`config.mk`:
```
export PLATFORM = sky130hd
export DESIGN_NAME = alu_seq_exec
export DESIGN_NICKNAME = d
export VERILOG_FILES = /design/src/rtl/alu_seq_exec.sv
export SDC_FILE = /design/constraint.sdc
export NUM_CORES = 1
export LEC_CHECK = 0
export CORE_ASPECT_RATIO = 0.5
export CORE_UTILIZATION = 55
export DETAILED_ROUTE_END_ITERATION = 10
export GPL_TIMING_DRIVEN = 1
export PLACE_DENSITY = 0.91
export SYNTH_ARGS = -nofsm -noshare
export SYNTH_HDL_FRONTEND = slang
export SYNTH_SLANG_ARGS = --single-unit
export TNS_END_PERCENT = 50
```
`constraint.sdc`:
```
create_clock -name clk -period 3.4 [get_ports clk]
set_input_delay 0.68 -clock clk [delete_from_list [all_inputs] [get_ports clk]]
set_output_delay 0.68 -clock clk [all_outputs]
set_load 0.02 [all_outputs]
```
`src/rtl/alu_seq_exec.sv`:
```
// Multi-cycle RV32-style ALU: single-cycle ops finish in one cycle, shifts step
// one bit position per cycle through a working register and a down-counter.
module alu_seq_exec #(
    parameter int XLEN = 32
) (
    input  logic            clk,
    input  logic            reset,
    input  logic            start,
    input  logic [3:0]      alu_op,
    input  logic [XLEN-1:0] operand_a,
    input  logic [XLEN-1:0] operand_b,
    output logic            busy,
    output logic            done,
    output logic [XLEN-1:0] result,
    output logic            zero,
    output logic [1:0]      dbg_state_o
);
    localparam int SW = $clog2(XLEN);
    localparam logic [SW-1:0] CNT_ONE = SW'(1);

    localparam logic [3:0] OP_ADD  = 4'b0000;
    localparam logic [3:0] OP_SUB  = 4'b0001;
    localparam logic [3:0] OP_SLL  = 4'b0010;
    localparam logic [3:0] OP_SLT  = 4'b0011;
    localparam logic [3:0] OP_SLTU = 4'b0100;
    localparam logic [3:0] OP_XOR  = 4'b0101;
    localparam logic [3:0] OP_SRL  = 4'b0110;
    localparam logic [3:0] OP_SRA  = 4'b0111;
    localparam logic [3:0] OP_OR   = 4'b1000;
    localparam logic [3:0] OP_AND  = 4'b1001;

    typedef enum logic [1:0] {
        S_IDLE  = 2'd0,
        S_SHIFT = 2'd1,
        S_DONE  = 2'd2
    } state_t;

    state_t          state_q, state_d;
    logic [3:0]      op_q, op_d;
    logic [XLEN-1:0] work_q, work_d;
    logic [XLEN-1:0] result_q, result_d;
    logic [SW-1:0]   cnt_q, cnt_d;

    logic [SW-1:0]   shamt;
    logic            is_shift;
    logic [XLEN-1:0] comb_res;
    logic [XLEN-1:0] shifted;

    assign shamt    = operand_b[SW-1:0];
    assign is_shift = (alu_op == OP_SLL) || (alu_op == OP_SRL) || (alu_op == OP_SRA);

    // Shift ops only take this path when shamt is zero, so they pass operand_a.
    always_comb begin
        comb_res = operand_a + operand_b;
        case (alu_op)
            OP_SUB:  comb_res = operand_a - operand_b;
            OP_SLT:  comb_res = {{(XLEN-1){1'b0}}, $signed(operand_a) < $signed(operand_b)};
            OP_SLTU: comb_res = {{(XLEN-1){1'b0}}, operand_a < operand_b};
            OP_XOR:  comb_res = operand_a ^ operand_b;
            OP_OR:   comb_res = operand_a | operand_b;
            OP_AND:  comb_res = operand_a & operand_b;
            OP_SLL, OP_SRL, OP_SRA: comb_res = operand_a;
            default: comb_res = operand_a + operand_b;
        endcase
    end

    always_comb begin
        case (op_q)
            OP_SLL:  shifted = {work_q[XLEN-2:0], 1'b0};
            OP_SRL:  shifted = {1'b0, work_q[XLEN-1:1]};
            default: shifted = {work_q[XLEN-1], work_q[XLEN-1:1]};
        endcase
    end

    always_comb begin
        state_d  = state_q;
        op_d     = op_q;
        work_d   = work_q;
        cnt_d    = cnt_q;
        result_d = result_q;
        case (state_q)
            S_IDLE: begin
                if (start) begin
                    op_d   = alu_op;
                    work_d = operand_a;
                    cnt_d  = shamt;
                    if (is_shift && (shamt != '0)) begin
                        state_d = S_SHIFT;
                    end else begin
                        state_d  = S_DONE;
                        result_d = comb_res;
                    end
                end
            end
            S_SHIFT: begin
                work_d = shifted;
                cnt_d  = cnt_q - CNT_ONE;
                // Last step: publish the final shifted value as DONE is entered.
                if (cnt_q == CNT_ONE) begin
                    state_d  = S_DONE;
                    result_d = shifted;
                end
            end
            S_DONE:  state_d = S_IDLE;
            default: state_d = S_IDLE;
        endcase
    end

    always_ff @(posedge clk) begin
        if (reset) begin
            state_q  <= S_IDLE;
            op_q     <= '0;
            work_q   <= '0;
            cnt_q    <= '0;
            result_q <= '0;
        end else begin
            state_q  <= state_d;
            op_q     <= op_d;
            work_q   <= work_d;
            cnt_q    <= cnt_d;
            result_q <= result_d;
        end
    end

    assign busy        = (state_q != S_IDLE);
    assign done        = (state_q == S_DONE);
    assign result      = result_q;
    assign zero        = (result_q == '0);
    assign dbg_state_o = state_q;

endmodule

```
==> flow_metrics.py, run 1 <==
metrics = {
    "logic_synthesis": {
        "ys.flop_type": "dfxtp_1",
        "synthAdderAreaFrac": 0.1414,
        "async_flop_share": 0,
        "synthesis.area_mm2": 0.008957,
        "synth_xor_area_frac": 0.01369,
        "ys_seq_area_frac": 0.1676,
        "synth_top_family_by_area": "compound AO/OA/AOI/OAI gates",
        "syn_inst": 1285,
        "synth.distinct_cells": 83,
        "synth_edf_count": 0,
        "synthesis.nets": 1456,
        "synth_mux_area_frac": 0.008940,
        "synth-simple-area-share": 0.2361,
        "ys_warn_count": 0,
        "yosys_register_bits": 75,
        "synth.avg_cell_area_um2": 6.971,
        "synth-compound-area-share": 0.3308,
    },
    "placement": {
        "gp_congestion": 1.169,
        "portBuffers": 107,
        "placed_cell_area_mm2": 0.01171,
        "dp_hpwl_um": 28990,
    },
    "die": {
        "dieHeight_um": 92.24,
        "fp-row-count": 32,
        "top_level_ports": 108,
        "start_util": 0.5722,
        "die_w_um": 182.5,
    },
    "global_routing": {
        "track_usage": 0.7829,
        "grt_max_degree": 47,
        "grt_overflow": 43,
    },
    "clock_tree": {
        "hold_buffers": 0,
        "clockBufferDepth": 2,
        "cts-root-buf": "clkbuf_16",
        "h-tree-depth": 3,
        "numCtsBuffers": 9,
        "clock_sinks": 75,
    },
    "status": {
        "status": "aborted with a tool error",
        "haltStage": "global routing",
        "tool.error": "[ERROR GRT-0232] Routing congestion too high. Check the congestion heatmap in the GUI.",
    },
}
## per-stage QoR
stage	setup slack (ns)	TNS (ns)	instances	hold WS, ns
3_3_place_gp	-0.4965	-7.356	1770	0.4578
4_1_cts	-0.01673	-0.01673	1788	0.4728
2_1_floorplan	0.2086	0	1285	0.4478
3_5_place_dp	-0.5867	-9.981	1770	0.4662
## cell usage after synthesis, types with 12 or more instances
library cell  count  area, µm²
nand2_1         146      548.0
nor2_1          136      510.5
inv_1           101      379.1
ha_1             98       1226
a21oi_1          94      470.5
o21ai_0          84      420.4
dfxtp_1          75       1501
clkbuf_1         61      229.0
nor3_1           49      245.2
nand3_1          47      235.2
a221oi_1         25      219.0
a22oi_1          24      180.2
o211ai_1         24      180.2
nor4_1           21      131.4
a31oi_1          16      100.1
nor2b_1          15      93.84
nand2b_1         14      87.58
xnor2_1          14      122.6
a211oi_1         13      97.59
a311oi_1         12      105.1
clkbuf_8         12      165.2
o31ai_1          12      90.09
## cell families after synthesis
group                      Yosys count
xor gates and xnor gates            14
DFF                                 75
and+or+nand+nor                    465
buffers and inverters              194
AOI/OAI and AO/OA                  429
muxes                                8
adders and majority gates          100
## metal layers
metal / GRT usage / GRT overflow
met1: 0.7591 / 4
met2: 0.8909 / 20
met3: 0.7363 / 5
met4: 0.7115 / 14
met5: 0.7169 / 0
## repair_timing
action,in CTS
endpoints found under the setup margin,21
pin swaps,24
gates resized for setup,91
buffers inserted,3
==> run 2, diff against run 1 <==
Settings changed: CORE_ASPECT_RATIO 0.5 to not set, CORE_UTILIZATION 55 to 40, PLACE_DENSITY 0.91 to not set, PLACE_DENSITY_LB_ADDON set to 0.15.
==> run 2 against run 1 <==
  * The run now ends clean
  * Synthesized cell count is the same
  * Synthesized area is the same
==> flow_metrics.py, run 2 <==
metrics = {
    "timing": {
        "fmax_mhz": 299.2,
        "setup_viol": 0,
        "finalHoldViolCount": 0,
        "whs_ns": 0.4725,
        "slew_viol_final": 0,
        "fin_worst_skew_ns": 0.008898,
        "worst_pin_slew_ns": 1.086,
        "min_period_over_period": 0.9831,
        "slew_headroom": 0.2736,
        "rsz0062_at_grt": "yes",
        "period_minus_slack_ns": 3.343,
    },
    "run": {
        "maxCapViolCount": 0,
    },
    "logic_synthesis": {
        "synth_xor_area_frac": 0.01369,
        "synth-simple-area-share": 0.2361,
        "async_flop_share": 0,
        "synth.distinct_cells": 83,
        "synth_most_common_cell": "nand2_1",
        "synthesis.area_mm2": 0.008957,
        "synth_mux_area_frac": 0.008940,
        "synth_top_family_by_area": "compound AO/OA/AOI/OAI gates",
        "syn_inst": 1285,
        "synth-compound-area-share": 0.3308,
        "ys_warn_count": 0,
        "synthTopCellsByCount": "146 x nand2_1, 136 x nor2_1, 101 x inv_1, 98 x ha_1, 94 x a21oi_1",
        "synth_top_area_share": 0.1676,
        "synthesis.nets": 1456,
        "netlist_top_cells_area": "dfxtp_1 17%, ha_1 14%, nand2_1 6.1%",
        "synth_edf_count": 0,
        "synth.avg_cell_area_um2": 6.971,
        "ys_seq_area_frac": 0.1676,
        "ys.flop_type": "dfxtp_1",
        "yosys_register_bits": 75,
        "synthAdderAreaFrac": 0.1414,
        "synth.largest_area_cell": "dfxtp_1",
    },
    "global_routing": {
        "grt_pass1_vias": 10730,
        "grt_pass1_wl_um": 61040,
        "grt_overflow": 0,
        "grt_max_degree": 47,
        "track_usage": 0.3522,
        "antenna_found_initial": 1,
    },
    "worst_setup_path": {
        "critPathMaxFanout": 5,
        "worst_setup_path_start_kind": "input port",
        "crit_top_cell": "buf_4",
        "critical_path.top_delay_family": "compound AO/OA/AOI/OAI gates",
        "crit_type": "in2reg",
        "r2r_slack_ns": 0.59,
        "critPathRequiredTime_ns": 3.65,
        "cp_cell_sequence": "clkdlybuf4s50_1 > inv_2 > ha_4 > a211oi_4 > o21ai_2 > o211a_1 > a211oi_1 > buf_4 > o21ai_0 > buf_4 > a21bo_2 > a221o_1 > a32o_1",
        "timing.rr.start": "op_q[0]",
        "worstSetupEndpointType": "flip-flop",
        "crit_buf_inv": 4,
        "critical-path-max-stage-delay_ns": 0.49,
        "startpoint": "operand_b[1]",
        "cp.arrival_ns": 3.59,
        "cp_slowest_cell": "clkdlybuf4s50_1",
    },
    "clock_tree": {
        "clock_sinks": 75,
        "cts_tree": "yes",
        "clkTransAtPathRegs_ns": 0.07,
        "h-tree-depth": 3,
        "numCtsBuffers": 9,
        "cts-root-buf": "clkbuf_16",
        "worst_skew_pair.late_latency_ns": 0.36,
        "clockBufferDepth": 2,
        "hold_buffers": 0,
    },
    "die": {
        "die_w_um": 151.6,
        "top_level_ports": 108,
        "design.core.area_mm2": 0.02189,
        "start_util": 0.4092,
        "die_area_mm2": 0.02300,
        "fp-row-count": 54,
        "dieHeight_um": 151.6,
    },
    "pwr": {
        "ir_drop_v": 0.0002629,
        "cellPowerDensity_mw_per_mm2": 322.6,
        "leakagePower_uw": 0.005775,
    },
    "status": {
        "status": "finished clean",
    },
    "placement": {
        "gp_congestion": 0.9967,
        "portBuffers": 107,
        "placedCellCount": 1869,
        "dp_hpwl_um": 31170,
    },
    "detailed_routing": {
        "vias": 11460,
        "dr.pass1.iters": 8,
        "drcViolationCount": 0,
        "vias_per_cell": 6.058,
        "drt_iter0_markers": 1002,
        "drt_wl_total_um": 41010,
        "wl_per_cell_um": 21.68,
        "ant_nets": 0,
    },
    "final_layout": {
        "final_common_cell": "buf_4",
        "final_cell_mix": "287 x buf_4, 144 x nand2_1, 129 x nor2_1",
        "drive_above_1_share": 0.2612,
        "stdcell_count": 1892,
        "diodes": 0,
        "final_nets": 1779,
        "synthToLayoutAreaGrowth_pct": 46.29,
        "fillers": 2126,
    },
    "min_path": {
        "min_from": "result[1]",
        "hp-class": "reg2reg",
    },
}
run 2: cell counts after synthesis:
Identical to the previous run, type by type.
run 2: kinds of logic (layout without fill, tap and decap cells):
group / count (synthesis) / in the layout
mux: 8 / 8
compound gates: 429 / 429
fa+ha+maj: 100 / 100
simple gates: 465 / 465
flops: 75 / 75
buf+inv: 194 / 521
xor+xnor: 14 / 14
run 2: where the power goes:
group / total, µW / internal [µW] / switching [µW]
registers: 1070 / 969 / 99.6
clock network: 1120 / 662 / 461
logic: 2040 / 933 / 1100
total: 4230 / 2560 / 1660
run 2: final timing paths:
check | cells after the start | end
setup reg to reg | 9 | result[18]
hold reg to reg | 2 | result[1]
hold / removal | 2 | result[1]
setup / recovery | 13 | result[25]
run 2: final cells by class:
cell class / instances / area, µm² / area share
Multi-Input combinational cell: 1016 / 7147 / 0.5454
Timing Repair Buffer: 403 / 3401 / 0.2595
Tap cell: 280 / 350.3 / 0.02674
Clock inverter: 4 / 75.07 / 0.005729
Sequential cell: 75 / 1501 / 0.1146
Clock buffer: 11 / 242.7 / 0.01852
Inverter: 103 / 386.6 / 0.02950
run 2: per-layer routing:
layer | global-route usage | part of all wire | vias to the layer above | wire [µm]
li1 | - | - | 5339 | -
met4 | 0.1248 | 0.033 | 2 | 1370
met2 | 0.5550 | 0.45 | 583 | 18320
met5 | 0 | 0.00022 | - | 9
met1 | 0.4673 | 0.43 | 5446 | 17750
met3 | 0.07904 | 0.087 | 91 | 3564
run 2: metrics by stage:
stage	total power (µW)	TNS, ns	util	setup WS [ns]	area [µm²]
5_1_grt	4421	-0.08691	0.5986	-0.04314	13100
6_report	4227	0	0.5986	0.05743	13100
4_1_cts	4116	0	0.5802	0.00002420	12700
3_3_place_gp	2925	-11.28	0.5539	-0.6940	12130
2_1_floorplan	2048	0	-	0.2086	8957
3_5_place_dp	2934	-11.50	0.5539	-0.6884	12130
run 2: timing repair:
action | CTS | global route
buffers inserted | 3 | 5
cloned | 0 | 0
gates resized for setup | 60 | 85
endpoints found under the setup margin | 20 | 20
pin swaps | 16 | 24
run 2: tightest hold or removal path, delay by kind of cell (launching register included):
family           cells  cell delay (ns)
AND/OR/NAND/NOR      1             0.05
AO/OA/AOI/OAI        1             0.05
flip-flops           1             0.32
Power figures use the tool's default switching activity.
==> run 3, diff against run 2 <==
Settings changed: CTS_CLUSTER_DIAMETER set to 60.
==> results of run 3 <==
No change in the layout: final DEF, timing and power equal those of run 2.
==> run 4, diff against run 3 <==
Settings changed: GPL_TIMING_DRIVEN 1 to 0.
==> run 4 against run 3 <==
  * Clock skew is 0.00099 ns higher
  * Total power decreased by 4.9%
  * Die area unchanged
  * Critical path type unchanged
  * The flow now finishes with violations (setup timing)
  * Largest power group unchanged
  * Via count shrank 1.6%
  * Clock power shrank 7%
==> flow_metrics.py, run 4 (synthesis gave the netlist of run 2 again) <==
metrics = {
    "min_path": {
        "min_from": "result[10]",
        "hp-class": "reg2reg",
    },
    "pwr": {
        "total_power_uw": 4019,
        "p_comb_frac": 0.478,
        "p_sw_uw": 1670,
        "pwr-share-seq": 0.264,
        "leakagePower_uw": 0.004708,
        "p_int_uw": 2348,
        "clkPwrFrac": 0.259,
        "switching_share": 0.4156,
        "cellPowerDensity_mw_per_mm2": 341.3,
        "ir_drop_v": 0.0002326,
    },
    "die": {
        "start_util": 0.4092,
        "die_w_um": 151.6,
        "die_area_mm2": 0.02300,
        "fp-row-count": 54,
        "top_level_ports": 108,
        "dieHeight_um": 151.6,
        "design.core.area_mm2": 0.02189,
    },
    "final_layout": {
        "drive_above_1_share": 0.1595,
        "fillers": 2193,
        "post-route-util": 0.5378,
        "ff_latch_area_mm2": 0.001501,
        "final_nets": 1603,
        "multiInputGateArea_mm2": 0.007398,
        "diodes": 0,
        "final_cell_mix": "142 x nand2_1, 128 x nor2_1, 87 x inv_1",
        "final_common_cell": "nand2_1",
        "final_area_mm2": 0.01177,
        "synthToLayoutAreaGrowth_pct": 31.44,
    },
    "global_routing": {
        "grt_pass1_vias": 10390,
        "grt_max_degree": 13,
        "antenna_found_initial": 0,
        "grt_overflow": 0,
        "track_usage": 0.3814,
        "grt_pass1_wl_um": 64430,
    },
    "timing": {
        "rsz0062_at_grt": "yes",
        "finalHoldViolCount": 0,
        "worst_pin_slew_ns": 1.363,
        "whs_ns": 0.4658,
        "setup_ws_ns": -0.05821,
        "setup_viol": 1,
        "period_minus_slack_ns": 3.458,
        "slew_viol_final": 0,
        "fmax_mhz": 289.2,
        "slew_headroom": 0.08799,
        "fin_worst_skew_ns": 0.009888,
        "min_period_over_period": 1.017,
    },
    "placement": {
        "dp_hpwl_um": 33030,
        "gp_congestion": 0.9767,
        "portBuffers": 103,
        "placed_cell_area_mm2": 0.01034,
        "pre_cts_slack_ns": -1.581,
    },
    "worst_setup_path": {
        "startpoint": "operand_a[17]",
        "worstSetupEndpointType": "flip-flop",
        "cp_slowest_cell": "or4_4",
        "cp_cell_sequence": "clkdlybuf4s15_2 > inv_1 > ha_4 > or4_4 > nand4b_1 > a31oi_2 > o21ai_4 > a31oi_4 > a21boi_2 > o311a_1 > nor4b_4 > a2111oi_1",
        "cp.arrival_ns": 3.65,
        "critical-path-max-stage-delay_ns": 0.55,
        "worst_setup_path_start_kind": "input port",
        "timing.rr.start": "dbg_state_o[1]",
        "critPathMaxFanout": 5,
        "critPathRequiredTime_ns": 3.60,
        "crit_type": "in2reg",
    },
    "clock_tree": {
        "clockBufferDepth": 2,
        "worst_skew_pair.late_latency_ns": 0.35,
        "cts-root-buf": "clkbuf_16",
        "cts_tree": "yes",
        "numCtsBuffers": 9,
        "h-tree-depth": 3,
        "clkTransAtPathRegs_ns": 0.06,
        "clock_sinks": 75,
    },
    "detailed_routing": {
        "drcViolationCount": 0,
        "drt_wl_total_um": 44230,
        "dr.pass1.iters": 8,
        "wl_per_cell_um": 25.78,
        "vias": 11270,
        "ant_nets": 0,
        "drt_iter0_markers": 1391,
        "vias_per_cell": 6.569,
    },
    "status": {
        "status": "finished with violations",
        "violations": "setup timing",
    },
    "run": {
        "maxCapViolCount": 0,
    },
}
## run 4: cell count changes in the layout (fill, tap and decap cells not counted), moves of 6 or more
cell | before | now
dlygate4sd2_1 | 8 | 23
clkbuf_2 | 0 | 14
a21oi_1 | 81 | 75
buf_4 | 287 | 37
clkbuf_1 | 1 | 50
clkdlybuf4s50_1 | 87 | 67
a21oi_4 | 2 | 9
clkbuf_8 | 1 | 11
dlymetal6s2s_1 | 11 | 2
## run 4: worst max-delay path, delay by kind of cell
family	cells	cell delay [ns]
compound gates	6	1.23
fa+ha+maj	1	0.27
simple gates	3	1.09
buf+inv	2	0.37
## run 4: final cells by class
class                      instances  share of cell area
tap                              280             0.02976
inverter                         103             0.03284
clock buffer                      11             0.01977
clock inverter                     4            0.006482
sequential                        75              0.1275
multi-input combinational       1016              0.6284
timing repair buffer             141              0.1092
buffer                            86             0.04601
## run 4: worst paths after layout
kind                      to  slack, ns  cells past startpoint
setup / recovery  result[30]      -0.06                     12
hold / removal    result[10]       0.47                      2
setup reg to reg  work_q[23]       0.17                      8
hold reg to reg   result[10]       0.47                      2
## run 4: through the flow
stage,TNS [ns],instances
3_5_place_dp,-27.68,1668
2_1_floorplan,0,1285
4_1_cts,-0.1329,1697
3_3_place_gp,-28.31,1668
5_1_grt,-0.2288,1716
6_report,-0.05821,1716
## run 4: per-layer routing
layer,share of wire,global-route usage,vias up
met1,0.42,0.5304,5355
met3,0.11,0.07934,153
li1,-,-,4996
met2,0.42,0.5573,768
met4,0.047,0.1752,0
met5,0,0,-
## run 4: what timing repair did
item / in CTS / in global routing
pin swaps: 34 / 31
buffers inserted: 18 / 19
hold buffers: 0 / 0
cloned: 0 / 1
endpoints found under the setup margin: 32 / 32
gates resized for setup: 174 / 95
## run 4: power by group through the flow
stage	combinational, µW	clock [µW]	sequential, µW
2_1_floorplan	951	0	1100
3_3_place_gp	1610	0	1070
3_5_place_dp	1610	0	1070
4_1_cts	1750	1040	1060
5_1_grt	2030	1080	1070
6_report	1920	1040	1060
==> variant: new RTL, config.mk and constraints of run 3 <==
The parameter `XLEN` goes from 32 to 16.
--- a/src/rtl/alu_seq_exec.sv
+++ b/src/rtl/alu_seq_exec.sv
@@ -1,7 +1,7 @@
 // Multi-cycle RV32-style ALU: single-cycle ops finish in one cycle, shifts step
 // one bit position per cycle through a working register and a down-counter.
 module alu_seq_exec #(
-    parameter int XLEN = 32
+    parameter int XLEN = 16
 ) (
     input  logic            clk,
     input  logic            reset,
Ports: changed (resized operand_a, operand_b and result); port bits go from 108 to 60. The function was not compared with the original's and may differ.
==> variant against run 3 <==
First-iteration DRC count decreased by 60%. Highest routed layer is now met4. Synthesized area is 49% lower. Setup slack worse by 0.0050 ns. Clock skew up 0.00092 ns. Final area is 54% lower. Critical endpoint is now result[12]$_SDFFE_PP0P_. Sequential cell count shrank 33. Sequential share of layout area up 2.3 points. Largest power group unchanged. Total power shrank 55%. Critical path depth unchanged. Sequential power shrank 46%. Worst hold slack worse by 0.0086 ns. Wire length fell by 60%.
==> variant: results (changes against run 3) <==
status: "finished, final reports clean"
cts_repair_resize_count: 2  # -97%
syn_area_per_cell_sq_um: 7.27  # +4.3%
final_layout_size_suffix_gt1_share_pct: 17.7  # -8.4 points
cts_made_buffers: 5  # -4
finClkSkew_ns: 0.00982  # +0.000921 ns
part_of_the_yosys_area_used_for_sequential_elements_pct: 18.5  # +1.8 points
dp.cells: 876  # -53%
layout.area.seq_sq_um: 841  # -44%
synth.top_cells.by_count: "68 x sky130_fd_sc_hd__nor2_1, 59 x sky130_fd_sc_hd__a21oi_1, 53 x sky130_fd_sc_hd__nand2_1"
setup.reg_to_reg.worst_slack_ns: 1.04  # +0.45 ns
grtUsageMet2_pct: 44.8  # -11 points
initial_drt_pass_iterations: 5  # -3
holdCritStartpoint: "result[4]$_SDFFE_PP0P_"
synth_compound_gate_area_share_pct: 33.7  # +0.63 points
preCtsSetupSlack_ns: -0.390  # +0.299 ns
yosys.area_share.xor_xnor_pct: 1.93  # +0.56 points
max-slew-margin-rel_pct: 45.9  # +19 points
count_of_unique_library_cells_instantiated_by_yosys: 71  # -14%
gr-usage-all-layers_pct: 28.7  # -6.5 points
detailed_place.area_sq_um: 5840  # -52%
stdcell_count: 886  # -53%
global_route_wire_length_before_repair_microns: 26000  # -57%
highest_metal_layer_with_signal_wires: "met4"
cts_post_setup_buffers_inserted: 0  # -3
grt_pass1_vias: 4896  # -54%
final_nets: 837  # -53%
via_count: 5175  # -55%
io_buffers: 59  # -45%
antenna_violations_before_repair: 0  # -1
use_met1_pct: 41.0  # -5.7 points
synth_mux_area_share_pct: 2.54  # +1.6 points
grt_max_degree: 28  # -40%
peakVddDrop_uv: 295  # +12%
synth_adder_area_share_pct: 14.7  # +0.54 points
r2r_start: "op_q[1]$_SDFFE_PP0P_"
timing.hold.ws_ns: 0.464  # -0.00861 ns
layout.filler_cells: 1069  # -50%
static-leakage-power_uw: 0.00263  # -54%
[variant: where the power goes]
| group | total [uW] | internal [uW] | switching [uW] | leakage [uW] |
|---|---|---|---|---|
| Clock | 455 | 265 | 190 | 0.0000694 |
| Sequential | 582 | 539 | 42.8 | 0.000347 |
| Combinational | 870 | 396 | 474 | 0.00221 |
| Total | 1910 | 1200 | 707 | 0.00263 |
[variant: worst paths after layout]
| path | endpoint | depth (start not counted) |
|---|---|---|
| max reg2reg | result[12]$_SDFFE_PP0P_ | 6 |
| min | result[4]$_SDFFE_PP0P_ | 2 |
| max | result[12]$_SDFFE_PP0P_ | 13 |
| min reg2reg | result[4]$_SDFFE_PP0P_ | 2 |
[variant: layout make-up]
| cell class | count | share of cell area (%) |
|---|---|---|
| Sequential cell | 42 | 13.8 |
| Clock buffer | 5 | 2.05 |
| Inverter | 51 | 3.14 |
| Tap cell | 140 | 2.88 |
| Clock inverter | 2 | 0.164 |
| Multi-Input combinational cell | 488 | 56.1 |
| Timing Repair Buffer | 158 | 21.9 |
